[config.mk]
export PLATFORM = sky130hd
export DESIGN_NAME = fsic_ram128_fifo
export DESIGN_NICKNAME = d
export VERILOG_FILES = /design/src/rtl/fsic_ram128_fifo.sv
export SDC_FILE = /design/constraint.sdc
export NUM_CORES = 1
export LEC_CHECK = 0
export CAP_MARGIN = 30
export CORE_MARGIN = 2
export CORE_UTILIZATION = 40
export CTS_CLUSTER_SIZE = 14
export DETAILED_ROUTE_END_ITERATION = 10
export GPL_TIMING_DRIVEN = 0
export PLACE_DENSITY = 0.69
export SLEW_MARGIN = 0
export SYNTH_ARGS = -nofsm -noshare
export SYNTH_HDL_FRONTEND = slang
export SYNTH_SLANG_ARGS = --single-unit
[constraint.sdc]
create_clock -name axi_clk -period 9.5 [get_ports axi_clk]
set_input_delay 0.95 -clock axi_clk [delete_from_list [all_inputs] [get_ports axi_clk]]
set_output_delay 0.95 -clock axi_clk [all_outputs]
set_load 0.02 [all_outputs]
[src/rtl/fsic_ram128_fifo.sv]
// AXI-Stream FIFO on one single-port RAM128 macro.
// Arbitrates the RAM port between writes and prefetch reads into a 2-deep obuf.
module fsic_ram128_fifo #(
  parameter int WSIZE = 4,
  parameter int AW    = 7
) (
  input  logic                 axi_clk,
  input  logic                 axi_reset_n,
  input  logic [WSIZE*8-1:0]   s_tdata,
  input  logic                 s_tvalid,
  output logic                 s_tready,
  output logic [WSIZE*8-1:0]   m_tdata,
  output logic                 m_tvalid,
  input  logic                 m_tready,
  output logic                 ram_en,
  output logic [WSIZE-1:0]     ram_we,
  output logic [AW-1:0]        ram_a,
  output logic [WSIZE*8-1:0]   ram_di,
  input  logic [WSIZE*8-1:0]   ram_do,
  output logic [AW:0]          level,
  output logic                 full,
  output logic                 empty
);

  localparam int DW = WSIZE * 8;

  logic [AW-1:0] wptr;
  logic [AW-1:0] rptr;
  logic [AW:0]   ram_cnt;
  logic          rd_inflight;
  logic [DW-1:0] ob0;
  logic [DW-1:0] ob1;
  logic [1:0]    ob_cnt;
  logic          last_grant;
  logic          rdy_en;

  logic [1:0] pend;
  logic       rd_want;
  logic       read_slot;
  logic       wr_go;
  logic       rd_go;
  logic       push;
  logic       pop;

  // pend counts obuf words plus the one a read in flight will deliver
  assign pend      = ob_cnt + {1'b0, rd_inflight};
  assign rd_want   = (ram_cnt != '0) && (pend < 2'd2);
  assign read_slot = rd_want && ((pend == 2'd0) || last_grant);

  // depth is exactly 2^AW, so the MSB of the count is the full flag
  assign full     = ram_cnt[AW];
  assign s_tready = rdy_en && !full && !read_slot;
  assign wr_go    = s_tvalid && s_tready;
  assign rd_go    = rd_want && !wr_go;

  assign ram_en = wr_go || rd_go;
  assign ram_we = {WSIZE{wr_go}};
  assign ram_di = s_tdata;

  always_comb begin
    ram_a = '0;
    unique case (1'b1)
      wr_go:   ram_a = wptr;
      rd_go:   ram_a = rptr;
      default: ram_a = '0;
    endcase
  end

  assign level = ram_cnt + {{(AW-1){1'b0}}, pend};
  assign empty = (level == '0);

  assign m_tvalid = (ob_cnt != 2'd0);
  assign m_tdata  = ob0;
  assign push     = rd_inflight;
  assign pop      = m_tvalid && m_tready;

  always_ff @(posedge axi_clk or negedge axi_reset_n) begin
    if (!axi_reset_n) begin
      wptr        <= '0;
      rptr        <= '0;
      ram_cnt     <= '0;
      rd_inflight <= 1'b0;
      last_grant  <= 1'b0;
      rdy_en      <= 1'b0;
    end else begin
      rdy_en      <= 1'b1;
      rd_inflight <= rd_go;
      if (wr_go) begin
        wptr       <= wptr + AW'(1);
        ram_cnt    <= ram_cnt + (AW+1)'(1);
        last_grant <= 1'b1;
      end else if (rd_go) begin
        rptr       <= rptr + AW'(1);
        ram_cnt    <= ram_cnt - (AW+1)'(1);
        last_grant <= 1'b0;
      end
    end
  end

  always_ff @(posedge axi_clk or negedge axi_reset_n) begin
    if (!axi_reset_n) begin
      ob0    <= '0;
      ob1    <= '0;
      ob_cnt <= 2'd0;
    end else begin
      unique case ({push, pop})
        2'b10: begin
          if (ob_cnt == 2'd0) ob0 <= ram_do;
          else                ob1 <= ram_do;
          ob_cnt <= ob_cnt + 2'd1;
        end
        2'b01: begin
          ob0    <= ob1;
          ob_cnt <= ob_cnt - 2'd1;
        end
        2'b11: begin
          if (ob_cnt == 2'd1) begin
            ob0 <= ram_do;
          end else begin
            ob0 <= ob1;
            ob1 <= ram_do;
          end
        end
        default: ;
      endcase
    end
  end

endmodule

==> metrics list <==
* Flip-flop cell with the highest count after synthesis: dfrtp_1
- Final worst-path cycle share: 45.3%
- Number of clock buffers inserted by TritonCTS: 9
* CTS tree: built
- Measured along the x axis, the die boundary spans 112 microns.
- Measured along the y axis, the die boundary spans 112 microns.
- Port buffering added 123 buffers.
- Summed over its instances, the top area cell type makes up 48.8% of the synthesized netlist area.
* Sequential area share after synthesis: 48.8%
* Cell types with the largest area share after synthesis: dfrtp_1, mux2_2, buf_4
* Number of antenna repair diodes: 0
- The initialized floorplan defines 39 standard-cell rows.
- The worst hold path belongs to the class reg -> reg.
- Register bit count reported by yosys: 91
* Initial cell density of the core: 40.8%
- Switch share: 41.4%
* Fraction of registers with async set or reset after synthesis: 100%
- Fin. Hold Viols: 0
- Distinct cells, synth: 40
* Mapped Area: 4660 sq um
- Launch point of the worst path: ob_cnt[0]
* Detailed-route vias per instance: 5.09
- The number of slew-limit violations in the final report is 0.
- For this block, wires on met1 add up to 4.45 mm.
- Post-synth EDFFs: 0
- Cell breakdown of the critical path: ha_1 -> xor2_1 -> inv_1 -> fa_1 -> nor2_1 -> a22oi_1 -> or4_1 -> nor3_1 -> clkdlybuf4s50_1
* Antenna-violating nets left: 0
- In this run, post-CTS hold repair placed 0 buffers.
- Detail Placement HPWL: 7.57 mm
- Area of the die: 12500 sq um
- Root Buffer: clkbuf_16
- Dividing the synthesized area by the synthesized cell count gives 10.9 sq um.
- IR analysis of the VDD net gives a maximum drop of 0.198 mV.
- Iter 0 DRT Violations: 141
* Power Density: 389 nW/um^2
- For this design the total switching power over the nets is 0.00103 W.
- The H-tree generated during clock tree synthesis spans 3 levels.
- After routing, the total negative slack on setup checks comes to 0 ns.
- Slowest-stage cell, CP: clkdlybuf4s50_1
- The smallest clock period supported by the final layout is computed as 4.30 ns.
- Routability-driven placement finished with a final weighted congestion of 0.766.
- In this run, the combinational gates consume 57.9% of the power.
* Total iterations of the first detailed-routing run: 4
- Setup crit end kind: output port
- Largest stage delay on the critical path: 0.63 ns
* Global-route wire length before repair: 17.2 mm
- In the synthesized netlist, the number of instances is 427.
* Seq pwr share: 28.4%
- The finished cells cover 6380 sq um.
- Clock skew: 0.00654 ns
- Number of fill cells in the layout: 970
- In this run the post-CTS setup repair buffer count came out at 0.
- Of all cell types, the one taking the most synthesized area is dfrtp_1.
- The total overflow left after global routing is 0.
* Synth warnings: 0
- The worst register-to-register path begins at ram_cnt[5].
- Final routed DRC violation total: 0
* Clk network pwr share: 13.7%
* Count of buffer and inverter cells on the critical path: 2
- Met2 layer wire length in the routed design: 5.00 mm
* Core Area: 11400 sq um
- Clock slew at reported path FFs: 0.06 ns
* WL/cell: 14.4 microns
- DR WL met3: 613 microns
- The number of global-route vias before repair is 3648.
- Max Clock Freq: 233 MHz
* Layout net count: 648
- Once the clock tree was built, the resizer swapped 0 gates to a different size.
* Fraction of layout cells with a size suffix above 1: 17.8%
- Outcome: complete, no violations
* Worst EP arrival: 3.35 ns
- Clock tree buffer depth: 2
* Routed wire length: 10.2 mm
- The number of nets in the synthesized netlist is 513.
* Setup Crit Path Kind: reg -> out
- CTS saw 91 sinks.
- Setup violation total in the final timing report: 0
- Overall via count from detail_route: 3612
- At the pin with the least slew margin, the transition time is 0.672 ns.
* Startpoint class of the critical path: register
* Pint: 0.00146 W
* Post-Place Cell Area: 6100 sq um
* Worst slew slack as a fraction of its limit: 55.2%
- Required time at the endpoint of the critical path: 8.55 ns
- Across the run, the number of max-cap violations was 0.
* Unrepaired setup endpoints after global routing: false
- Latest clock arrival within the worst-skew pair: 0.34 ns
- In this design, the largest share of critical-path delay is due to buffers and inverters.
* Pin count of the biggest net entering global routing: 59
* Cell leakage power: 2.77 nW
- The detailed router used layers up to and including met4.
- Antenna violations before repair: 0
* Aggregate global-route resource usage: 16.9%
- # IOs: 156
- Layout Area Growth over Synthesis: 36.9%
* Beginning of the worst hold path: m_tdata[22]
- Along the worst path, the maximum fanout reaches 5.
-- synthesized netlist by cell type (all sizes together), types with 2 or more instances --
cell and n:
a211oi 3, a21o 4, a21oi 5, a22o 7, a22oi 34, a41oi 2
and3 5, buf 43, clkbuf 16, dfrtp 91, fa 2, ha 16
inv 13, mux2 35, nand2 51, nand4 5, nor2 5, nor2b 2
o211ai 3, o21ai 43, or4 3, xnor2 20, xor2 9
-- registers in the layout, summed over array words and instances, names as in the netlist --
| name | cells |
|---|---|
| last_grant | 1 |
| m_tdata | 32 |
| ob1 | 32 |
| ob_cnt | 2 |
| push | 1 |
| ram_cnt | 8 |
| rdy_en | 1 |
| rptr | 7 |
| wptr | 7 |
-- power by group through the flow --
stage / clock, W / sequential [W] / combinational (W)
final: 0.000339 / 0.000706 / 0.00144
after floorplan: 0 / 0.000768 / 0.000880
after global placement: 0 / 0.000703 / 0.00141
after CTS: 0.000349 / 0.000708 / 0.00145
after global routing: 0.000366 / 0.000734 / 0.00159
after detailed placement: 0 / 0.000715 / 0.00145
-- path summary, 6_finish.rpt --
check                         endpoint  slack (ns)  cells past startpoint
hold / removal             m_tdata[22]        0.48                      2
setup / recovery                 empty        5.20                      9
max in group asynchronous       ob1[0]        8.29                      2
setup reg to reg            ram_cnt[7]        6.11                     13
min in group asynchronous   ram_cnt[4]        0.56                      1
hold reg to reg            m_tdata[22]        0.48                      2
-- worst register-to-register path, stage by stage, from the launching register on --
cell      delay, ns
dfrtp_1        0.38
clkbuf_1       0.19
or4_4          0.53
o21ai_4        0.21
o21ba_1        0.15
buf_4          0.15
buf_6          0.17
inv_1          0.18
ha_1           0.34
a211oi_1       0.34
o211ai_1       0.14
o21ai_0        0.16
mux2i_1        0.23
a22oi_1        0.08
-- final cells by class --
type                       count  area (sq um)  area share [%]
buffer                        59           383            6.00
clock buffer                  10           239            3.74
clock inverter                 6          46.3           0.725
inverter                      13          48.8           0.765
multi-input combinational    264          1950            30.6
sequential                    91          2280            35.7
tap                          143           179            2.80
timing repair buffer         124          1260            19.7
-- stage by stage --
| step | power, W | util (%) | setup slack, ns | hold slack, ns | cells |
|---|---|---|---|---|---|
| after floorplan | 0.00165 | - | 6.02 | 0.446 | 427 |
| after global placement | 0.00211 | 53.2 | 4.19 | 0.463 | 693 |
| after detailed placement | 0.00216 | 53.4 | 5.54 | 0.470 | 694 |
| after CTS | 0.00251 | 55.9 | 5.16 | 0.481 | 710 |
| after global routing | 0.00269 | 55.9 | 4.99 | 0.504 | 710 |
| final | 0.00248 | 55.9 | 5.20 | 0.482 | 710 |
-- metal layers --
metal,vias to the layer above,GRT usage [%]
li1,1729,-
met1,1745,21.5
met2,126,28.6
met3,12,3.65
met4,0,5.69
met5,-,0
-- cells in the final DEF (no fill, tap or decap), drive strengths merged, types with 2 or more instances in the layout --
cell / n
clkdlybuf4s50: 122
dfrtp: 91
nand2: 51
buf: 45
o21ai: 43
mux2: 35
a22oi: 34
clkbuf: 26
xnor2: 20
ha: 16
inv: 15
xor2: 9
a22o: 7
and3: 5
nand4: 5
nor2: 5
a21oi: 5
a21o: 4
a211oi: 3
o211ai: 3
or4: 3
nor2b: 2
fa: 2
clkinvlp: 2
a41oi: 2
clkinv: 2
-- cell families after synthesis --
| family | synth area share (%) |
|---|---|
| compound gates | 15.1 |
| xor+xnor | 5.61 |
| fa+ha+maj | 5.15 |
| buf+inv | 9.26 |
| flops | 48.8 |
| mux | 8.67 |
| other cells | 0.0804 |
| simple gates | 7.30 |
Note: power is estimated with default switching activity, not from simulation.
